`src/rtl/odd_result_pipe_pkg.sv`:
```
// Shared types and default constants for the odd-pipe result staging pipeline.
package odd_result_pipe_pkg;

    localparam int unsigned REG_ADDR_WD     = 7;
    localparam int unsigned REG_DATA_WD     = 128;
    localparam int unsigned STAT_WD         = 32;
    localparam int unsigned ODD_DEPTH       = 7;
    localparam int unsigned ODD_BR_LAT      = 1;
    localparam int unsigned ODD_PERM_LAT    = 3;
    localparam int unsigned ODD_LS_LAT      = 6;
    localparam int unsigned ODD_FLUSH_DEPTH = 1;

    typedef enum logic [1:0] {
        OU_NONE = 2'd0,
        OU_BR   = 2'd1,
        OU_PERM = 2'd2,
        OU_LS   = 2'd3
    } OddUnit_t;

    typedef struct packed {
        logic                   vld;
        logic                   wr_en;
        OddUnit_t               unit;
        logic [REG_ADDR_WD-1:0] addr;
        logic [REG_DATA_WD-1:0] data;
    } OddStage_t;

    // Stage index at which a unit's result is sampled; OU_NONE has none (0).
    function automatic int unsigned unit_lat(input OddUnit_t    unit,
                                             input int unsigned br_lat,
                                             input int unsigned perm_lat,
                                             input int unsigned ls_lat);
        case (unit)
            OU_BR:   return br_lat;
            OU_PERM: return perm_lat;
            OU_LS:   return ls_lat;
            default: return 0;
        endcase
    endfunction

    function automatic logic [REG_DATA_WD-1:0] unit_result(input OddUnit_t               unit,
                                                           input logic [REG_DATA_WD-1:0] br,
                                                           input logic [REG_DATA_WD-1:0] perm,
                                                           input logic [REG_DATA_WD-1:0] ls);
        case (unit)
            OU_BR:   return br;
            OU_PERM: return perm;
            OU_LS:   return ls;
            default: return '0;
        endcase
    endfunction

endpackage

```
`src/rtl/odd_result_pipe_if.sv`:
```
// Issue, result, forwarding and writeback signals of the odd-pipe result pipeline.
interface odd_result_pipe_if #(
    parameter int unsigned DEPTH = odd_result_pipe_pkg::ODD_DEPTH
) ();
    import odd_result_pipe_pkg::*;

    logic                   issue_vld;
    OddUnit_t               issue_unit;
    logic                   issue_wr_en;
    logic [REG_ADDR_WD-1:0] issue_rt_addr;
    logic [REG_DATA_WD-1:0] br_result;
    logic [REG_DATA_WD-1:0] perm_result;
    logic [REG_DATA_WD-1:0] ls_result;
    logic                   flush;

    logic                   fwd_vld  [2:DEPTH];
    logic                   fwd_rdy  [2:DEPTH];
    logic [REG_ADDR_WD-1:0] fwd_addr [2:DEPTH];
    logic [REG_DATA_WD-1:0] fwd_data [2:DEPTH];

    logic                   wb_en;
    logic [REG_ADDR_WD-1:0] wb_addr;
    logic [REG_DATA_WD-1:0] wb_data;

    modport master (
        output issue_vld, issue_unit, issue_wr_en, issue_rt_addr,
        output br_result, perm_result, ls_result, flush,
        input  fwd_vld, fwd_rdy, fwd_addr, fwd_data,
        input  wb_en, wb_addr, wb_data
    );

    modport slave (
        input  issue_vld, issue_unit, issue_wr_en, issue_rt_addr,
        input  br_result, perm_result, ls_result, flush,
        output fwd_vld, fwd_rdy, fwd_addr, fwd_data,
        output wb_en, wb_addr, wb_data
    );

endinterface

```
`src/rtl/odd_result_pipe_stage.sv`:
```
// One pipeline stage: takes the previous stage's entry, applies flush kill and
// captures the owning unit's result when the entry leaves its latency stage.
module odd_result_stage
    import odd_result_pipe_pkg::*;
#(
    parameter int unsigned STAGE_IDX   = 1,
    parameter int unsigned BR_LAT      = ODD_BR_LAT,
    parameter int unsigned PERM_LAT    = ODD_PERM_LAT,
    parameter int unsigned LS_LAT      = ODD_LS_LAT,
    parameter int unsigned FLUSH_DEPTH = ODD_FLUSH_DEPTH
) (
    input  logic                   clk,
    input  logic                   rst,
    input  OddStage_t              prev_stage,
    input  logic                   prev_rdy,
    input  logic                   flush,
    input  logic [REG_DATA_WD-1:0] br_result,
    input  logic [REG_DATA_WD-1:0] perm_result,
    input  logic [REG_DATA_WD-1:0] ls_result,
    output OddStage_t              stage,
    output logic                   rdy
);

    // Position of the incoming entry; 0 means it comes straight from issue.
    localparam int unsigned PREV_POS = STAGE_IDX - 1;
    localparam bit          KILL_EN  = (PREV_POS <= FLUSH_DEPTH);

    OddStage_t stage_d, stage_q;
    logic      rdy_d, rdy_q;
    logic      capture_c;

    always_comb begin
        stage_d   = '0;
        rdy_d     = 1'b0;
        capture_c = 1'b0;
        if (prev_stage.vld && !(KILL_EN && flush)) begin
            stage_d   = prev_stage;
            rdy_d     = prev_rdy;
            capture_c = (prev_stage.unit != OU_NONE) &&
                        (unit_lat(prev_stage.unit, BR_LAT, PERM_LAT, LS_LAT) == PREV_POS);
            if (capture_c) begin
                stage_d.data = unit_result(prev_stage.unit, br_result, perm_result, ls_result);
                rdy_d        = 1'b1;
            end
        end
    end

    always_ff @(posedge clk or negedge rst) begin
        if (!rst) begin
            stage_q <= '0;
            rdy_q   <= 1'b0;
        end else begin
            stage_q <= stage_d;
            rdy_q   <= rdy_d;
        end
    end

    assign stage = stage_q;
    assign rdy   = rdy_q;

endmodule

```
`src/rtl/odd_result_pipe.sv`:
```
// Odd-pipe result staging: DEPTH-stage tracker feeding forwarding and one RF write.
// Optional ODD_RESULT_STATS_EN adds stat_wb_cnt / stat_kill_cnt counters.
module odd_result_pipe
    import odd_result_pipe_pkg::*;
#(
    parameter int unsigned DEPTH       = ODD_DEPTH,
    parameter int unsigned BR_LAT      = ODD_BR_LAT,
    parameter int unsigned PERM_LAT    = ODD_PERM_LAT,
    parameter int unsigned LS_LAT      = ODD_LS_LAT,
    parameter int unsigned FLUSH_DEPTH = ODD_FLUSH_DEPTH
) (
    input  logic               clk,
    input  logic               rst,
    odd_result_pipe_if.slave   io
`ifdef ODD_RESULT_STATS_EN
    ,
    output logic [STAT_WD-1:0] stat_wb_cnt,
    output logic [STAT_WD-1:0] stat_kill_cnt
`endif
);

    OddStage_t issue_ent;
    OddStage_t stage_out [1:DEPTH];
    logic      rdy_out   [1:DEPTH];
    logic      wb_en_c;

    always_comb begin
        issue_ent       = '0;
        issue_ent.vld   = io.issue_vld;
        issue_ent.wr_en = io.issue_wr_en;
        issue_ent.unit  = io.issue_unit;
        issue_ent.addr  = io.issue_rt_addr;
    end

    for (genvar k = 1; k <= int'(DEPTH); k++) begin : g_stage
        OddStage_t prev;
        logic      prev_rdy;

        if (k == 1) begin : g_head
            assign prev     = issue_ent;
            assign prev_rdy = 1'b0;
        end else begin : g_body
            assign prev     = stage_out[k-1];
            assign prev_rdy = rdy_out[k-1];
        end

        odd_result_stage #(
            .STAGE_IDX   (k),
            .BR_LAT      (BR_LAT),
            .PERM_LAT    (PERM_LAT),
            .LS_LAT      (LS_LAT),
            .FLUSH_DEPTH (FLUSH_DEPTH)
        ) u_stage (
            .clk         (clk),
            .rst         (rst),
            .prev_stage  (prev),
            .prev_rdy    (prev_rdy),
            .flush       (io.flush),
            .br_result   (io.br_result),
            .perm_result (io.perm_result),
            .ls_result   (io.ls_result),
            .stage       (stage_out[k]),
            .rdy         (rdy_out[k])
        );
    end

    // Forwarding view; address/data are zeroed when the stage holds no writer.
    for (genvar k = 2; k <= int'(DEPTH); k++) begin : g_fwd
        logic vld_c;
        assign vld_c          = stage_out[k].vld & stage_out[k].wr_en;
        assign io.fwd_vld[k]  = vld_c;
        assign io.fwd_rdy[k]  = vld_c & rdy_out[k];
        assign io.fwd_addr[k] = vld_c ? stage_out[k].addr : '0;
        assign io.fwd_data[k] = vld_c ? stage_out[k].data : '0;
    end

    assign wb_en_c    = stage_out[DEPTH].vld & stage_out[DEPTH].wr_en & rdy_out[DEPTH];
    assign io.wb_en   = wb_en_c;
    assign io.wb_addr = wb_en_c ? stage_out[DEPTH].addr : '0;
    assign io.wb_data = wb_en_c ? stage_out[DEPTH].data : '0;

`ifdef ODD_RESULT_STATS_EN
    logic [STAT_WD-1:0] stat_wb_cnt_d, stat_wb_cnt_q;
    logic [STAT_WD-1:0] stat_kill_cnt_d, stat_kill_cnt_q;
    logic [STAT_WD-1:0] kill_inc_c;

    // Killed = valid entries in the flushable stages plus the dropped issue.
    always_comb begin
        kill_inc_c = '0;
        if (io.flush) begin
            kill_inc_c = STAT_WD'(io.issue_vld);
            for (int unsigned k = 1; k <= FLUSH_DEPTH; k++) begin
                kill_inc_c = kill_inc_c + STAT_WD'(stage_out[k].vld);
            end
        end
        stat_wb_cnt_d   = stat_wb_cnt_q + STAT_WD'(wb_en_c);
        stat_kill_cnt_d = stat_kill_cnt_q + kill_inc_c;
    end

    always_ff @(posedge clk or negedge rst) begin
        if (!rst) begin
            stat_wb_cnt_q   <= '0;
            stat_kill_cnt_q <= '0;
        end else begin
            stat_wb_cnt_q   <= stat_wb_cnt_d;
            stat_kill_cnt_q <= stat_kill_cnt_d;
        end
    end

    assign stat_wb_cnt   = stat_wb_cnt_q;
    assign stat_kill_cnt = stat_kill_cnt_q;
`endif

endmodule

```
`src/flat_wrapper.sv`:
```
// flat-port wrapper written by rule: the top's interface ports become plain ports
module odd_result_pipe_flat import odd_result_pipe_pkg::*;
#(
    parameter int unsigned DEPTH       = ODD_DEPTH,
    parameter int unsigned BR_LAT      = ODD_BR_LAT,
    parameter int unsigned PERM_LAT    = ODD_PERM_LAT,
    parameter int unsigned LS_LAT      = ODD_LS_LAT,
    parameter int unsigned FLUSH_DEPTH = ODD_FLUSH_DEPTH
)
  (clk, rst, io_issue_vld, io_issue_unit, io_issue_wr_en, io_issue_rt_addr, io_br_result, io_perm_result, io_ls_result, io_flush, io_fwd_vld, io_fwd_rdy, io_fwd_addr, io_fwd_data, io_wb_en, io_wb_addr, io_wb_data);
  odd_result_pipe_if #(.DEPTH(DEPTH)) io_i ();
  input  logic clk;
  input  logic rst;
  input wire logic [$bits(io_i.issue_vld)-1:0] io_issue_vld;
  input wire logic [$bits(io_i.issue_unit)-1:0] io_issue_unit;
  input wire logic [$bits(io_i.issue_wr_en)-1:0] io_issue_wr_en;
  input wire logic [$bits(io_i.issue_rt_addr)-1:0] io_issue_rt_addr;
  input wire logic [$bits(io_i.br_result)-1:0] io_br_result;
  input wire logic [$bits(io_i.perm_result)-1:0] io_perm_result;
  input wire logic [$bits(io_i.ls_result)-1:0] io_ls_result;
  input wire logic [$bits(io_i.flush)-1:0] io_flush;
  output wire logic [$bits(io_i.fwd_vld)-1:0] io_fwd_vld;
  output wire logic [$bits(io_i.fwd_rdy)-1:0] io_fwd_rdy;
  output wire logic [$bits(io_i.fwd_addr)-1:0] io_fwd_addr;
  output wire logic [$bits(io_i.fwd_data)-1:0] io_fwd_data;
  output wire logic [$bits(io_i.wb_en)-1:0] io_wb_en;
  output wire logic [$bits(io_i.wb_addr)-1:0] io_wb_addr;
  output wire logic [$bits(io_i.wb_data)-1:0] io_wb_data;
  assign io_i.issue_vld = io_issue_vld;
  assign io_i.issue_unit = io_issue_unit;
  assign io_i.issue_wr_en = io_issue_wr_en;
  assign io_i.issue_rt_addr = io_issue_rt_addr;
  assign io_i.br_result = io_br_result;
  assign io_i.perm_result = io_perm_result;
  assign io_i.ls_result = io_ls_result;
  assign io_i.flush = io_flush;
  assign io_fwd_vld = {>>{io_i.fwd_vld}};
  assign io_fwd_rdy = {>>{io_i.fwd_rdy}};
  assign io_fwd_addr = {>>{io_i.fwd_addr}};
  assign io_fwd_data = {>>{io_i.fwd_data}};
  assign io_wb_en = io_i.wb_en;
  assign io_wb_addr = io_i.wb_addr;
  assign io_wb_data = io_i.wb_data;
  odd_result_pipe #(.DEPTH(DEPTH), .BR_LAT(BR_LAT), .PERM_LAT(PERM_LAT), .LS_LAT(LS_LAT), .FLUSH_DEPTH(FLUSH_DEPTH)) u_core (.clk(clk), .rst(rst), .io(io_i));
endmodule
```
`config.mk`:
```
export PLATFORM = sky130hd
export DESIGN_NAME = odd_result_pipe_flat
export DESIGN_NICKNAME = d
export VERILOG_FILES = /design/src/rtl/odd_result_pipe_pkg.sv /design/src/rtl/odd_result_pipe_if.sv /design/src/rtl/odd_result_pipe_stage.sv /design/src/rtl/odd_result_pipe.sv /design/src/flat_wrapper.sv
export SDC_FILE = /design/constraint.sdc
export NUM_CORES = 2
export LEC_CHECK = 0
export BUFFER_PORTS_ARGS = -buffer_cell sky130_fd_sc_hd__buf_2
export CAP_MARGIN = 20
export CORE_AREA = 4 4 532 534
export CTS_CLUSTER_DIAMETER = 30
export DETAILED_ROUTE_END_ITERATION = 8
export DIE_AREA = 0 0 536 538
export GPL_ROUTABILITY_DRIVEN = 0
export GPL_TIMING_DRIVEN = 0
export PLACE_DENSITY_LB_ADDON = 0.08
export SLEW_MARGIN = 15
export SYNTH_ARGS = -nofsm -noshare
export SYNTH_HDL_FRONTEND = slang
export SYNTH_SLANG_ARGS = --single-unit
```
`constraint.sdc`:
```
create_clock -name clk -period 1.8 [get_ports clk]
set_input_delay 0.27 -clock clk [delete_from_list [all_inputs] [get_ports clk]]
set_output_delay 0.27 -clock clk [all_outputs]
set_load 0.05 [all_outputs]
```
; Word-level counts from Yosys, hierarchy flattened
; Index checks and enable logic that the tools add are counted.
[classes]
n_mux = 63
eq_ne = 27
bitwise_logic = 12
reduce_logical = 18
[ops]
columns = cell, n
row1 = $pmux W128 S3, 7
row2 = $mux W128, 14
row3 = $mux W139, 7
row4 = $mux W32, 7
row5 = $eq A32 B3 Y1 const B, 3
row6 = $eq A32 B2 Y1 const B, 2
row7 = $pmux W3 S3, 7
row8 = $mux W7, 7
row9 = $eq A32 B1 Y1 const B, 1
row10 = $logic_not A32 Y1, 1
row11 = $eq A2 B2 Y1 const B, 14
row12 = $eq A2 B1 Y1 const B, 7
row13 = $mux W1, 14
row14 = $reduce_bool A2 Y1, 7
row15 = $and A1 B1 Y1, 12
row16 = $logic_and A1 B1 Y1, 9
row17 = $logic_not A1 Y1, 1
[totals]
register_bits = 978
output_inout_bits = 958

; Longest topological paths before layout
[logic_depth]
word_depth = 7
mapped_depth = 6
depth_no_buf = 3

; By module
; A second synthesis with hierarchy kept.
[unflattened]
cells_unflattened = 4154
area_unflattened_um2 = 43678.1
[by_module_without_submodules]
columns = mod, n_inst, cells_per_inst, seq_area_each_um2, area_per_inst_um2
row1 = odd_result_stage (u_core.g_stage[3].u_stage ...), 3, 294, 3503.4, 4523.1
row2 = odd_result_pipe, 1, 1190, 0.0, 7629.8
row3 = odd_result_stage (u_core.g_stage[4].u_stage), 1, 581, 3503.4, 6184.7
row4 = odd_result_stage (u_core.g_stage[7].u_stage), 1, 608, 3503.4, 5844.4
row5 = odd_result_stage (u_core.g_stage[2].u_stage), 1, 583, 3503.4, 5441.5
row6 = odd_result_stage (u_core.g_stage[1].u_stage), 1, 310, 3503.4, 5008.6

; Least setup slack after synthesis
; OpenSTA, ideal clock, no wires.
[synth_timing]
path_type = register to output
startpoint = register u_core.g_stage[7].u_stage.stage_q (netlist bit u_core.g_stage[7].u_stage.stage[138])
endpoint = output port io_wb_addr[0]
stages_incl_launch_ff = 6
t_arrival_ns = 1.545
n_path_buf = 3
path_slack_ns = -0.015
cell_sequence = dfrtp_1 -> buf_6 -> and3_4 -> buf_6 -> buf_2 -> and2_1
[synth_via]
elab_chain_cells = 3
[synth_rtl]
columns = item, line
row1 = start: declaration, odd_result_pipe_stage.sv:28  ; OddStage_t stage_d, stage_q;
row2 = start signal: assignment, odd_result_pipe_stage.sv:53  ; stage_q <= stage_d;
row3 = $and A1 B1 Y1 (2 in a row), odd_result_pipe.sv:77  ; assign wb_en_c = stage_out[DEPTH].vld & stage_out[DEPTH].wr_en & rdy_out[DEPTH];
row4 = net io_wb_en, flat_wrapper.sv:26  ; output wire logic [$bits(io_i.wb_en)-1:0] io_wb_en;
row5 = $mux W7, odd_result_pipe.sv:79  ; assign io.wb_addr = wb_en_c ? stage_out[DEPTH].addr : '0;
row6 = end: declaration, flat_wrapper.sv:27  ; output wire logic [$bits(io_i.wb_addr)-1:0] io_wb_addr;
; The timed path passes the listed nets, and every way through them passes these cells.

; Worst setup path after layout
[layout_timing]
startpoint = register u_core.g_stage[7].u_stage.stage_q (netlist bit u_core.g_stage[7].u_stage.stage[138])
endpoint = output port io_wb_data[71]
[layout_via]
elab_chain_cells = 3
[layout_rtl]
columns = item, line
row1 = $and A1 B1 Y1 (2 in a row), odd_result_pipe.sv:77
row2 = $mux W128, odd_result_pipe.sv:80  ; assign io.wb_data = wb_en_c ? stage_out[DEPTH].data : '0;
row3 = end: declaration, flat_wrapper.sv:28  ; output wire logic [$bits(io_i.wb_data)-1:0] io_wb_data;
; Every way passes these cells.

==> metrics.txt <==
Arr. time, crit path 2.42 ns; Die Ht 538 µm; Remaining DRCs 0; Setup Skew 0.0602 ns; critical path cell sequence buf_12 > and3_4 > buf_12 > buf_16 > buf_8 > and2_1 > buf_6; worst-skew pair later-pin latency 0.88 ns; origin of the worst setup path u_core.g_stage[7].u_stage.stage[138]; largest family of logic cells by synthesized area simple AND/OR/NAND/NOR gates; via-per-instance ratio 3.73; post-synthesis compound-gate area fraction 0.0634; Crit path largest cell delay 0.42 ns; placed insts 9,146; Critical Path Fanout Max 10; Tot GR Track Use 0.182; Worst path top cell family by delay buffers and inverters; Leak 39.0 nW; layout cells sized above 1 0.420; sequential share of the synthesized area 0.602; vias in the first global route 41,800; deepest clock path buffer count 4; Ports 1,356; die width 536 µm; root buf cell clkbuf_16; Critical Path RT 1.53 ns; GRT overflow 0; post-DP HPWL 225,000 µm; die area 288,000 µm²; fmax 372 MHz; Avg WL per Cell 26.8 µm; Setup crit end io_wb_data[71]; htree depth 5; max capacitance violation total 0; Mean Syn Cell Area 10.3 µm²; CTS Hold Buffers Added 396; Worst Slack Setup Final -0.888 ns; global-route wire length before repair 364,000 µm; FF-to-FF End u_core.g_stage[4].u_stage.stage[77]; Post-Syn Area 40,600 µm²; R2R Path Start u_core.g_stage[3].u_stage.stage[135]; min-delay worst type primary input to async pin; synthesized-area fraction occupied by adder cells 0; final non-filler cell total 10,300; fin crit share 1.49; Nets 6,705; CTS tree yes; post-synthesis mux area share 0; DR pass1 iterations 5; Ys Warns 0; CP Class flip-flop to output port; hold slack -0.677 ns; register-to-register setup slack -0.45 ns; endpoints failing hold 453; Worst Setup End Kind output port; worst slew pin tran 0.929 ns; placed inst area 52,800 µm²; fin. max-slew vios 0; Worst path slowest cell dfrtp_2; initial drt markers 1,700; Pwr Density 1060 nW/µm²; commonest non-fill, non-tap cell in the layout dfrtp_1; Buf/Inv on CP 5; Area Overhead vs Synth 95.8%; drt total wl 277,000 µm; Worst-path clk slew 0.04 ns; Critical Path Most Common Cell buf_12; CP Depth 7; simple-gate area share of the yosys netlist 0.292; Core Util, Final 0.286; setup_tns -651.82 ns; Tmin final 2.69 ns; unrepaired setup endpoints after global routing yes; Final ANT Viol Nets 0; Worst Reg-to-Reg Cells 5; TritonCTS buffer count 342; number of synthesized register bits 978; IO Port Bufs 1,355; clock sink total 978; status finished with violations; CORE AREA 278,000 µm²; Cell variety after synth 21; Post-Synth XOR/XNOR Area 0; max_slew headroom 0.375; vias 38,500; Synth Instances 3,928; final setup vio count 1,122; most frequent cells in the layout dfrtp_1, nand2_1, buf_2, and3_1, and2_1; initial antenna violation count 94; Initial Util 0.146; largest net degree at the start of global routing 125; Max VDD drop 651 µV; Rows 194; violated checks hold timing, setup timing; Final Cell Area 79,500 µm²; startpoint types flip-flop
==> synthesized netlist by cell type (all sizes together) <==
master,instances,area [µm²]
a21boi,256,1920
a21oi,128,641
and2,592,3800
and3,816,5110
buf,111,714
clkbuf,266,1010
conb,1,3.75
dfrtp,978,24500
inv,1,3.75
nand2,769,2890
nand2b,3,18.8
nor2,2,7.51
nor2b,3,18.8
o21a,2,15.0
==> logic make-up (layout without fill, tap and decap cells) <==
group                  after synthesis  count (layout)
AND/OR/NAND/NOR                   2185            2185
other                                1             162
AO/OA/AOI/OAI                      386             386
buffers and inverters              378            2905
flip-flops                         978             978
==> power by group <==
group / internal (W) / switching (W) / leakage, nW
registers: 0.0224 / 0.000155 / 13.3
logic: 0.00158 / 0.00175 / 19.9
clock network: 0.0422 / 0.0166 / 5.76
total: 0.0662 / 0.0185 / 39.0
==> worst min path at each step <==
stage	to	from	slack, ns	cells past startpoint
2_1_floorplan	u_core.g_stage[1].u_stage.rdy	rst	-0.03	0
4_1_cts	u_core.g_stage[2].u_stage.stage[123]	rst	-0.74	1
3_3_place_gp	u_core.g_stage[2].u_stage.stage[134]	u_core.g_stage[1].u_stage.stage[134]	0.44	1
3_5_place_dp	u_core.g_stage[2].u_stage.stage[123]	rst	0.21	1
5_1_grt	u_core.g_stage[1].u_stage.stage[119]	rst	-0.70	1
6_report	u_core.g_stage[1].u_stage.stage[119]	rst	-0.68	1
==> per-stage QoR <==
stage	power (W)	setup slack (ns)
3_3_place_gp	0.0248	-24.03
2_1_floorplan	0.0233	0.105
4_1_cts	0.0859	-1.03
5_1_grt	0.0878	-1.00
3_5_place_dp	0.0249	-1.18
6_report	0.0846	-0.888
==> layer usage <==
metal  vias up  part of all wire  track usage
met5         -            0.0011            0
met4        52             0.036       0.0583
met3       434             0.058       0.0422
met2      1398              0.47        0.297
met1     18900              0.44        0.237
li1      17700                 -            -
==> flip-flops by register name (all words and copies together) (netlist names) <==
| register | flops |
|---|---|
| u_core.g_stage.u_stage.rdy | 7 |
| u_core.g_stage.u_stage.stage | 971 |
==> worst register-to-register path, stage by stage (launching register included) <==
cell and delay (ns):
dfrtp_1 0.48, nand2b_1 0.18, clkbuf_4 0.28, buf_2 0.32, nand2_1 0.08, a21boi_0 0.74
==> layout make-up <==
class / instances / area (µm²)
fill: 29300 / 199000
sequential: 978 / 24500
timing repair buffer: 1911 / 18600
multi-input combinational: 2700 / 16600
clock buffer: 511 / 10200
tap: 3724 / 4660
buffer: 373 / 3430
clock inverter: 109 / 1490
antenna: 33 / 82.6
inverter: 1 / 3.75
==> repair_timing <==
action	CTS	global route
setup endpoints to repair	1335	1402
resized for setup	1761	1263
cloned	32	17
hold endpoints to repair	848	406
pin swaps	18	19
buffers inserted	47	54
Power figures use the tool's default switching activity.
